### src/rtl/koa_share_ctrl.sv
`default_nettype none
// ============================================================================
//  Module      : koa_share_ctrl
//  Description : Two-requester arbiter/controller in front of one shared,
//                fixed-latency Karatsuba multiplier. Serves one transaction at
//                a time. Ties alternate between requesters, and each product
//                is held in a register until its owner consumes it.
//  Revision    : 1.0 - initial release
// ============================================================================
module koa_share_ctrl #(
    parameter int SW  = 24,     // operand width, at least 8
    parameter int LAT = 2       // multiplier latency in cycles, at least 1
) (
    input  logic              clk,
    input  logic              rst,

    input  logic              req0_valid_i,
    output logic              req0_ready_o,
    input  logic [SW-1:0]     req0_a_i,
    input  logic [SW-1:0]     req0_b_i,

    input  logic              req1_valid_i,
    output logic              req1_ready_o,
    input  logic [SW-1:0]     req1_a_i,
    input  logic [SW-1:0]     req1_b_i,

    output logic              rsp0_valid_o,
    input  logic              rsp0_ready_i,
    output logic              rsp1_valid_o,
    input  logic              rsp1_ready_i,
    output logic [2*SW-1:0]   result_o,

    output logic [SW-1:0]     mult_a_o,
    output logic [SW-1:0]     mult_b_o,
    input  logic [2*SW-1:0]   mult_p_i,

    output logic              busy_o
);

    // One extra counter bit, so counting up to LAT-1 can never wrap.
    localparam int            CW     = $clog2(LAT) + 1;
    localparam logic [CW-1:0] LAT_M1 = CW'(LAT - 1);

    typedef enum logic [1:0] {
        IDLE = 2'd0,
        WAIT = 2'd1,
        DONE = 2'd2
    } state_t;

    state_t          state;
    logic [CW-1:0]   cnt;
    logic [SW-1:0]   op_a;
    logic [SW-1:0]   op_b;
    logic [2*SW-1:0] result;
    logic            owner;
    logic            last_grant;

    logic            win0;
    logic            win1;
    logic            take0;
    logic            take1;
    logic            owner_ready;

    // Arbitration: a lone requester wins. On a tie, the requester that was
    // not granted last wins.
    always_comb begin
        win0 = req0_valid_i & (~req1_valid_i | last_grant);
        win1 = req1_valid_i & (~req0_valid_i | ~last_grant);
    end

    // Grants are combinational and only given in IDLE. They are gated by rst
    // because IDLE is also the state forced while reset is held.
    assign req0_ready_o = (state == IDLE) & ~rst & win0;
    assign req1_ready_o = (state == IDLE) & ~rst & win1;

    assign take0       = req0_valid_i & req0_ready_o;
    assign take1       = req1_valid_i & req1_ready_o;
    assign owner_ready = owner ? rsp1_ready_i : rsp0_ready_i;

    assign rsp0_valid_o = (state == DONE) & ~owner;
    assign rsp1_valid_o = (state == DONE) &  owner;
    assign busy_o       = (state != IDLE);
    assign result_o     = result;
    assign mult_a_o     = op_a;
    assign mult_b_o     = op_b;

    // Transaction sequencer: IDLE -> WAIT (LAT cycles) -> DONE -> IDLE.
    always_ff @(posedge clk or posedge rst) begin
        if (rst) begin
            state      <= IDLE;
            cnt        <= '0;
            op_a       <= '0;
            op_b       <= '0;
            result     <= '0;
            owner      <= 1'b0;
            last_grant <= 1'b1;
        end else begin
            case (state)
                IDLE: begin
                    if (take0) begin
                        op_a       <= req0_a_i;
                        op_b       <= req0_b_i;
                        owner      <= 1'b0;
                        last_grant <= 1'b0;
                        cnt        <= '0;
                        state      <= WAIT;
                    end else if (take1) begin
                        op_a       <= req1_a_i;
                        op_b       <= req1_b_i;
                        owner      <= 1'b1;
                        last_grant <= 1'b1;
                        cnt        <= '0;
                        state      <= WAIT;
                    end
                end
                WAIT: begin
                    cnt <= cnt + 1'b1;
                    if (cnt == LAT_M1) begin
                        result <= mult_p_i;
                        state  <= DONE;
                    end
                end
                DONE: begin
                    if (owner_ready) begin
                        state <= IDLE;
                    end
                end
                default: state <= IDLE;
            endcase
        end
    end

endmodule
`default_nettype wire

### config.mk
export PLATFORM = sky130hd
export DESIGN_NAME = koa_share_ctrl
export DESIGN_NICKNAME = d
export VERILOG_FILES = /design/src/rtl/koa_share_ctrl.sv
export SDC_FILE = /design/constraint.sdc
export NUM_CORES = 1
export LEC_CHECK = 0
export ABC_AREA = 0
export CAP_MARGIN = 20
export CORE_ASPECT_RATIO = 1.1
export CORE_MARGIN = 10
export CORE_UTILIZATION = 36
export CTS_CLUSTER_DIAMETER = 40
export CTS_CLUSTER_SIZE = 25
export DETAILED_ROUTE_END_ITERATION = 8
export PLACE_DENSITY = 0.74
export REMOVE_ABC_BUFFERS = 1
export SYNTH_ARGS = -nofsm -noshare
export SYNTH_HDL_FRONTEND = slang
export SYNTH_SLANG_ARGS = --single-unit
### constraint.sdc
create_clock -name clk -period 3.7 [get_ports clk]
set_clock_uncertainty 0.05 [all_clocks]
set_input_delay 0.74 -clock clk [delete_from_list [all_inputs] [get_ports clk]]
set_output_delay 0.74 -clock clk [all_outputs]
set_load 0.03 [all_outputs]
Word level (Yosys, flattened, before mapping)
Index checks and enable logic that the tools add are counted.
- register bits: 102
- bits in latches: 0
- memory bits (writable): 0
- ROM bits: 0
- input port bits: 150
- output and inout port bits: 101
- word-level logic and storage cells: 53
- memories kept: 0
- add/sub/neg operators: 1
- multiply operators: 0
- div/mod/pow operators: 0
- $lt $le $gt $ge: 0
- equal/unequal tests: 6
- shift-type cells: 0
- muxes and demuxes: 15
- bitwise operators: 16
- reductions and logical operators: 8
- operators by type and width (kind ; number):
    $mux W24 ; 4
    $mux W2 ; 6
    $and A1 B1 Y1 ; 9
    $pmux W2 S3 ; 1
    $reduce_and A2 Y1 ; 3
    $reduce_bool A2 Y1 ; 3
    $not A1 Y1 ; 5
    $eq A2 B1 Y1 const B ; 2
    $ne A2 B2 Y1 const B ; 2
    $pmux W2 S2 ; 1
    $mux W1 ; 3
    $ne A3 B3 Y1 const B ; 1
    $reduce_and A3 Y1 ; 1
    $add A2 B1 Y2 const B ; 1
    $eq A2 B2 Y1 const B ; 1
    $logic_not A2 Y1 ; 1
    $or A1 B1 Y1 ; 2

Logic depth before layout (Yosys ltp)
Gate-level depths: netlist (run 1).
- word-level depth: 8
- depth in mapped cells: 7
- depth with buffers taken out: 4

Worst setup path after synthesis (run 1)
No wires, ideal clock.
- path type: input -> output
- start point: input rst
- end point: output req0_ready_o
- data arrival time: 1.492 ns
- required time: 2.910 ns
- slack: 1.418 ns
- stages: 4
- buffers on the path: 1
- path through: nor3_4 buf_2 nand3_1 inv_1
- word-level cells in the longest chain between the ends: 3
- ends and longest elaborated chain (what ; line ; source):
    start, declared ; 15 ; input logic rst,
    $not A1 Y1 ; 73 ; assign req0_ready_o = (state == IDLE) & ~rst & win0;
    $and A1 B1 Y1 (2 in series) ; 73 ;
    end, declared ; 18 ; output logic req0_ready_o,
Every way passes these cells.

Final worst setup path (run 1)
Ends and elaborated chain as after synthesis.

==> results of run 1 <==
==> power by group through the flow <==
| stage | Sequential, W | Clock (W) | Combinational (W) |
|---|---|---|---|
| final | 0.00202 | 0.000906 | 0.00386 |
| after global routing | 0.00210 | 0.000968 | 0.00410 |
| after CTS | 0.00202 | 0.000929 | 0.00391 |
| after detailed placement | 0.00204 | 0 | 0.00390 |
| after global placement | 0.00201 | 0 | 0.00384 |
| after floorplan | 0.00304 | 0 | 0.00113 |
==> worst reg2reg max path: cells and delay by family, from the launching register on <==
| family | cells | cell delay, ps |
|---|---|---|
| AO/OA/AOI/OAI | 1 | 220 |
| AND/OR/NAND/NOR | 2 | 530 |
| buffers and inverters | 1 | 750 |
| flip-flops | 1 | 470 |
==> routing by layer <==
metal	wire length, um	part of all wire [%]	track usage [%]	vias up
li1	-	-	-	2071
met1	7010	39	21.5	2228
met2	8310	46	30.1	270
met3	2320	13	7.75	27
met4	395	2.2	6.21	0
met5	0	0	0	-
==> cell families (layout without fill, tap and decap cells) <==
| kind of cell | Yosys count | count (layout) | synth area share [%] |
|---|---|---|---|
| AND/OR/NAND/NOR | 67 | 67 | 8.80 |
| AO/OA/AOI/OAI | 150 | 150 | 21.5 |
| multiplexers | 48 | 48 | 11.1 |
| buffers and inverters | 57 | 279 | 5.65 |
| flip-flops | 102 | 102 | 52.6 |
| adder cells (fa/ha/maj) | 1 | 1 | 0.258 |
==> metrics by stage <==
| stage | total power (W) | cells |
|---|---|---|
| 3_5_place_dp | 0.00594 | 792 |
| 6_report | 0.00679 | 808 |
| 3_3_place_gp | 0.00585 | 792 |
| 5_1_grt | 0.00716 | 808 |
| 4_1_cts | 0.00686 | 808 |
| 2_1_floorplan | 0.00417 | 372 |
==> worst min-delay path by stage <==
stage / start / to / slack, ps / depth (start not counted)
6_report: result_o[25] / result_o[25] / 450 / 1
2_1_floorplan: owner / owner / 430 / 1
3_5_place_dp: result_o[25] / result_o[25] / 440 / 1
4_1_cts: result_o[25] / result_o[25] / 460 / 1
5_1_grt: result_o[34] / result_o[34] / 470 / 1
3_3_place_gp: result_o[24] / result_o[24] / 440 / 1
==> registers in the layout, indices dropped and copies added (netlist names) <==
register / flops
owner: 1
mult_b_o: 24
mult_a_o: 24
last_grant: 1
state: 2
cnt: 2
result_o: 48
==> synthesized netlist by cell type <==
cell type | count | share of area (%)
dfrtp_1 | 101 | 52
a21oi_1 | 48 | 5.0
a31oi_1 | 48 | 6.2
mux2_2 | 48 | 11
nand4_1 | 48 | 6.2
o31ai_1 | 28 | 4.3
buf_2 | 26 | 2.7
clkbuf_1 | 22 | 1.7
o31ai_2 | 20 | 5.2
inv_1 | 4 | 0.31
nand2b_1 | 4 | 0.52
buf_6 | 3 | 0.70
nand2_1 | 3 | 0.23
a21o_1 | 2 | 0.31
or2_2 | 2 | 0.26
and2_1 | 1 | 0.13
and3_1 | 1 | 0.13
and3b_1 | 1 | 0.18
buf_4 | 1 | 0.15
clkbuf_2 | 1 | 0.10
dfstp_2 | 1 | 0.54
ha_1 | 1 | 0.26
nand3_1 | 1 | 0.10
nand3b_1 | 1 | 0.15
nor2_1 | 1 | 0.077
nor2b_1 | 1 | 0.13
nor3_4 | 1 | 0.34
o21ai_0 | 1 | 0.10
o21bai_1 | 1 | 0.15
o22ai_1 | 1 | 0.13
o311ai_0 | 1 | 0.18
or2_0 | 1 | 0.13
or3_4 | 1 | 0.23
==> final cells by class <==
cell class / count / area (um2) / share of cell area, %
well taps: 161 / 201 / 2.62
clock buffers: 12 / 256 / 3.34
multi-input cells: 266 / 2030 / 26.5
repair buffers: 259 / 2580 / 33.7
inverters: 4 / 17.5 / 0.228
clock inverters: 4 / 31.3 / 0.407
flip-flops and latches: 102 / 2550 / 33.3
==> run metrics, run 1 <==
CP Cell Sequence clkdlybuf4s50_1, nor3_4, nand3_1, inv_1, buf_4; CTS clk-pin slew, worst paths 70 ps; Die Y roughly 140 um; Final Slew Violations 0; minimum clock period approximately 2600 ps; post-route cell area 0.00768 mm2; io pins 251; vias in the first global route 4,883; post-DP HPWL 13,100 um; wire per inst 22.3 um; Clock Latency Late Sink ~340 ps; RSZ-0062 raised after global routing false; period utilisation layout 71.6%; first-pass GRT wire length between 20,000 and 30,000 um; syn_area_per_cell 11.4 um2; worst setup path startpoint rst; MaxCap Viol Count 0; CTS tree done; commonest non-fill, non-tap cell in the layout clkdlybuf4s50_1; Syn-to-layout area delta 58.3%; PortBufs 250; fmax about 0.38 GHz; switching share of power 43.8%; sequential power share 29.7%; hold_buf cts 0; VDD IR max 0.440 mV; Reg2Reg Setup Slack 1600 ps; CP Class in -> out; worst r2r dst mult_a_o[15]; fin util between 50% and 60%; FF-to-FF path depth 4; worst hold path class reg -> reg; Syn Std Cell Area 0.00485 mm2; Place WS 906 ps; P_leak 2.92 nW; CTS Buffer Depth 2; Worst Tran Pin Value 1090 ps; cell count after synthesis 425; Row Count 44; status completed; via/cell ratio 5.69; htree depth 3; CP top delay family buffers and inverters; drt drc 0; antenna viol nets, final 0; Total Nets Final 793; Synth cell types 33; final WL 18,000 um; Die ar. 0.0185 mm2; register area share after synthesis between 50 and 60%; startpoint types input pin; setup tns final 0 ps; final setup violating endpoints 0; clock share of power between 10% and 20%; gr ovfl total 0; critical path depth 5; worst hold slack 455 ps; setup bufs post-CTS 0; Critical Path End req0_ready_o; slowest CP cell clkdlybuf4s50_1; switching power 0.00297 W; GRT Total Usage 18.5%; clk sinks a little over 100; Yosys warnings 0; Final Hold Vio Count 0; Crit. End Element primary output; CTS Buf Count 9; routability congestion estimate 0.771; CP arrival 1860 ps; Final WS setup 1050 ps; most frequent cells in the layout clkdlybuf4s50_1, dfrtp_1; largest net degree at the start of global routing 97; antenna cells 0; reg2reg start state[0]; Fill cells 1,115; drt pass-1 iters 5; crit-path max FO 4; initial core utilization a little under two fifths; share of cells above drive strength 1 16.4%; crit path buf inv count 3; max incr delay on CP 500 ps; Seq cells post-synth roughly 100; Slew HR 26.9%; antenna violations before repair 0; power share of the combinational group about 57%; # resized after CTS 0; internal power 0.00382 W; initial drt markers around 300; via count 4,596; CP required 2910 ps; placeable core region 0.0132 mm2; pwr dens 884 mW/mm2; Die X 131 um; clock root cell clkbuf_16; Placement Cell Area roughly 0.0074 mm2
(Power assumes the default switching activity.)
==> run 2: changes to the inputs <==
- CORE_UTILIZATION: 36 -> 40
- PLACE_DENSITY: 0.74 -> 0.78
- clock period: 3.7 -> 2.8 ns (I/O delays scaled with it)
==> run 2 against run 1 <==
Worst hold slack improved by 1.4 ps. Via count fell by 0.96%. Count of clock-buffer cells in the layout decreased by 2. Clock power up 62%. Utilization increased by 6.7 points. Worst setup slack worse by 630 ps. Critical path depth down 2. Combinational power rose by 32%. Wire length is 1.7% lower. First-iteration DRC count down 6.5%. Cell count down 0.50%. Flip-flop and latch count unchanged. Largest cell class unchanged. Largest power group unchanged.
==> run metrics, run 2 (synthesis gave the netlist of run 1 again) <==
PortBufs 250; post-DP HPWL 13,000 um; Final Hold Vio Count 0; CTS Buf Count 9; antenna violations before repair 0; Clock Latency Late Sink 340 ps; VDD IR max 0.720 mV; max reg flops 48; status completed; final WL 17,700 um; crit-path max FO 7; P_leak between 2 and 3 nW; Slew HR 31.2%; CP top delay family buffers and inverters; GR Util met1 between 20% and 30%; gr ovfl total 0; antenna viol nets, final 0; Crit. End Element primary output; placeable core region 0.0120 mm2; Row Count between 40 and 50; Die ar. between 0.015 and 0.02 mm2; minimum clock period 2380 ps; CP Cell Sequence nand2b_1, nor2_1, clkdlybuf4s50_1; switching power 0.00394 W; Overall Power 0.00924 W; wire per inst ~22 um; commonest non-fill, non-tap cell in the layout clkdlybuf4s50_1; Placement Cell Area approximately 0.0074 mm2; largest net degree at the start of global routing 62; drt pass-1 iters 4; hold_buf cts 0; antenna cells 0; switching share of power between 40% and 50%; period utilisation layout roughly 85%; # resized after CTS 0; RSZ-0062 raised after global routing false; power share of the combinational group ~55%; CP arrival 1770 ps; most frequent cells in the layout clkdlybuf4s50_1, dfrtp_1; setup bufs post-CTS 0; Worst Tran Pin Value 1030 ps; Die Y 136 um; internal power roughly 0.0053 W; GR Util met3 between 6 and 7%; busiest grt layer met2; worst hold path class reg -> reg; sequential power share 28.8%; drt drc 0; Place WS 275 ps; final setup violating endpoints 0; Total Nets Final roughly 800; clock share of power 15.9%; fin util between 60% and 70%; startpoint types register; fmax 0.420 GHz; pwr dens 1190 mW/mm2; clk sinks 102; routability congestion estimate 0.811; first-pass GRT wire length ~28,000 um; GRT Total Usage between 20% and 30%; CTS Buffer Depth 2; CP required between 2000 and 2500 ps; met2 Use GR 32.5%; htree depth 3; Final WS setup 419 ps; CP Class reg -> out; share of cells above drive strength 1 about 17%; Syn-to-layout area delta 60.2%; CTS tree done; CTS clk-pin slew, worst paths 70 ps; slowest CP cell clkdlybuf4s50_1; initial drt markers approximately 280; post-route cell area 0.00777 mm2; via count 4,552; crit path buf inv count 1; worst hold slack 456 ps; vias in the first global route 4,743; clock root cell clkbuf_16; via/cell ratio ~5.7; MaxCap Viol Count 0; Final Slew Violations 0; Die X 125 um; io pins 251; max incr delay on CP 680 ps; initial core utilization 40.5%
==> run 2: changes by cell type in the layout (fill, tap and decap cells not counted) <==
cell / change
clkbuf_1: -1
buf_4: +2
inv_8: +1
inv_6: +1
bufinv_16: +3
clkbuf_8: -1
buf_12: +1
clkinv_4: -3
==> run 2: power by group through the flow <==
stage	Clock, W	Sequential [W]	Combinational, W
after CTS	0.00149	0.00267	0.00516
final	0.00147	0.00266	0.00511
after detailed placement	0	0.00268	0.00515
after global placement	0	0.00264	0.00507
after global routing	0.00156	0.00276	0.00540
after floorplan	0	0.00402	0.00149
==> run 2: area by class of cell <==
| class | count | area (um2) |
|---|---|---|
| clock buffer | 10 | 239 |
| clock inverter | 6 | 115 |
| fill | 940 | 4210 |
| inverter | 4 | 17.5 |
| multi-input combinational | 266 | 2030 |
| sequential | 102 | 2550 |
| tap | 154 | 193 |
| timing repair buffer | 262 | 2620 |
==> run 2: per-layer routing <==
| layer | wire, um | vias to the layer above |
|---|---|---|
| met2 | 8300 | 225 |
| li1 | - | 2084 |
| met3 | 1490 | 18 |
| met1 | 7710 | 2225 |
| met4 | 248 | 0 |
| met5 | 0 | - |
==> run 2: worst paths after layout <==
check	cells after the start	start	slack [ps]	to
max	3	state[0]	420	rsp0_valid_o
min	1	result_o[17]	460	result_o[17]
max reg2reg	5	state[0]	830	mult_b_o[20]
min reg2reg	1	result_o[17]	460	result_o[17]
max in group asynchronous	3	rst	1450	last_grant
min in group asynchronous	2	rst	640	mult_b_o[5]
==> run 2: metrics by stage <==
step	std cells	TNS (ps)
floorplan	372	-94540
detailed placement	788	0
finish	804	0
CTS	804	0
global placement	788	0
global route	804	0
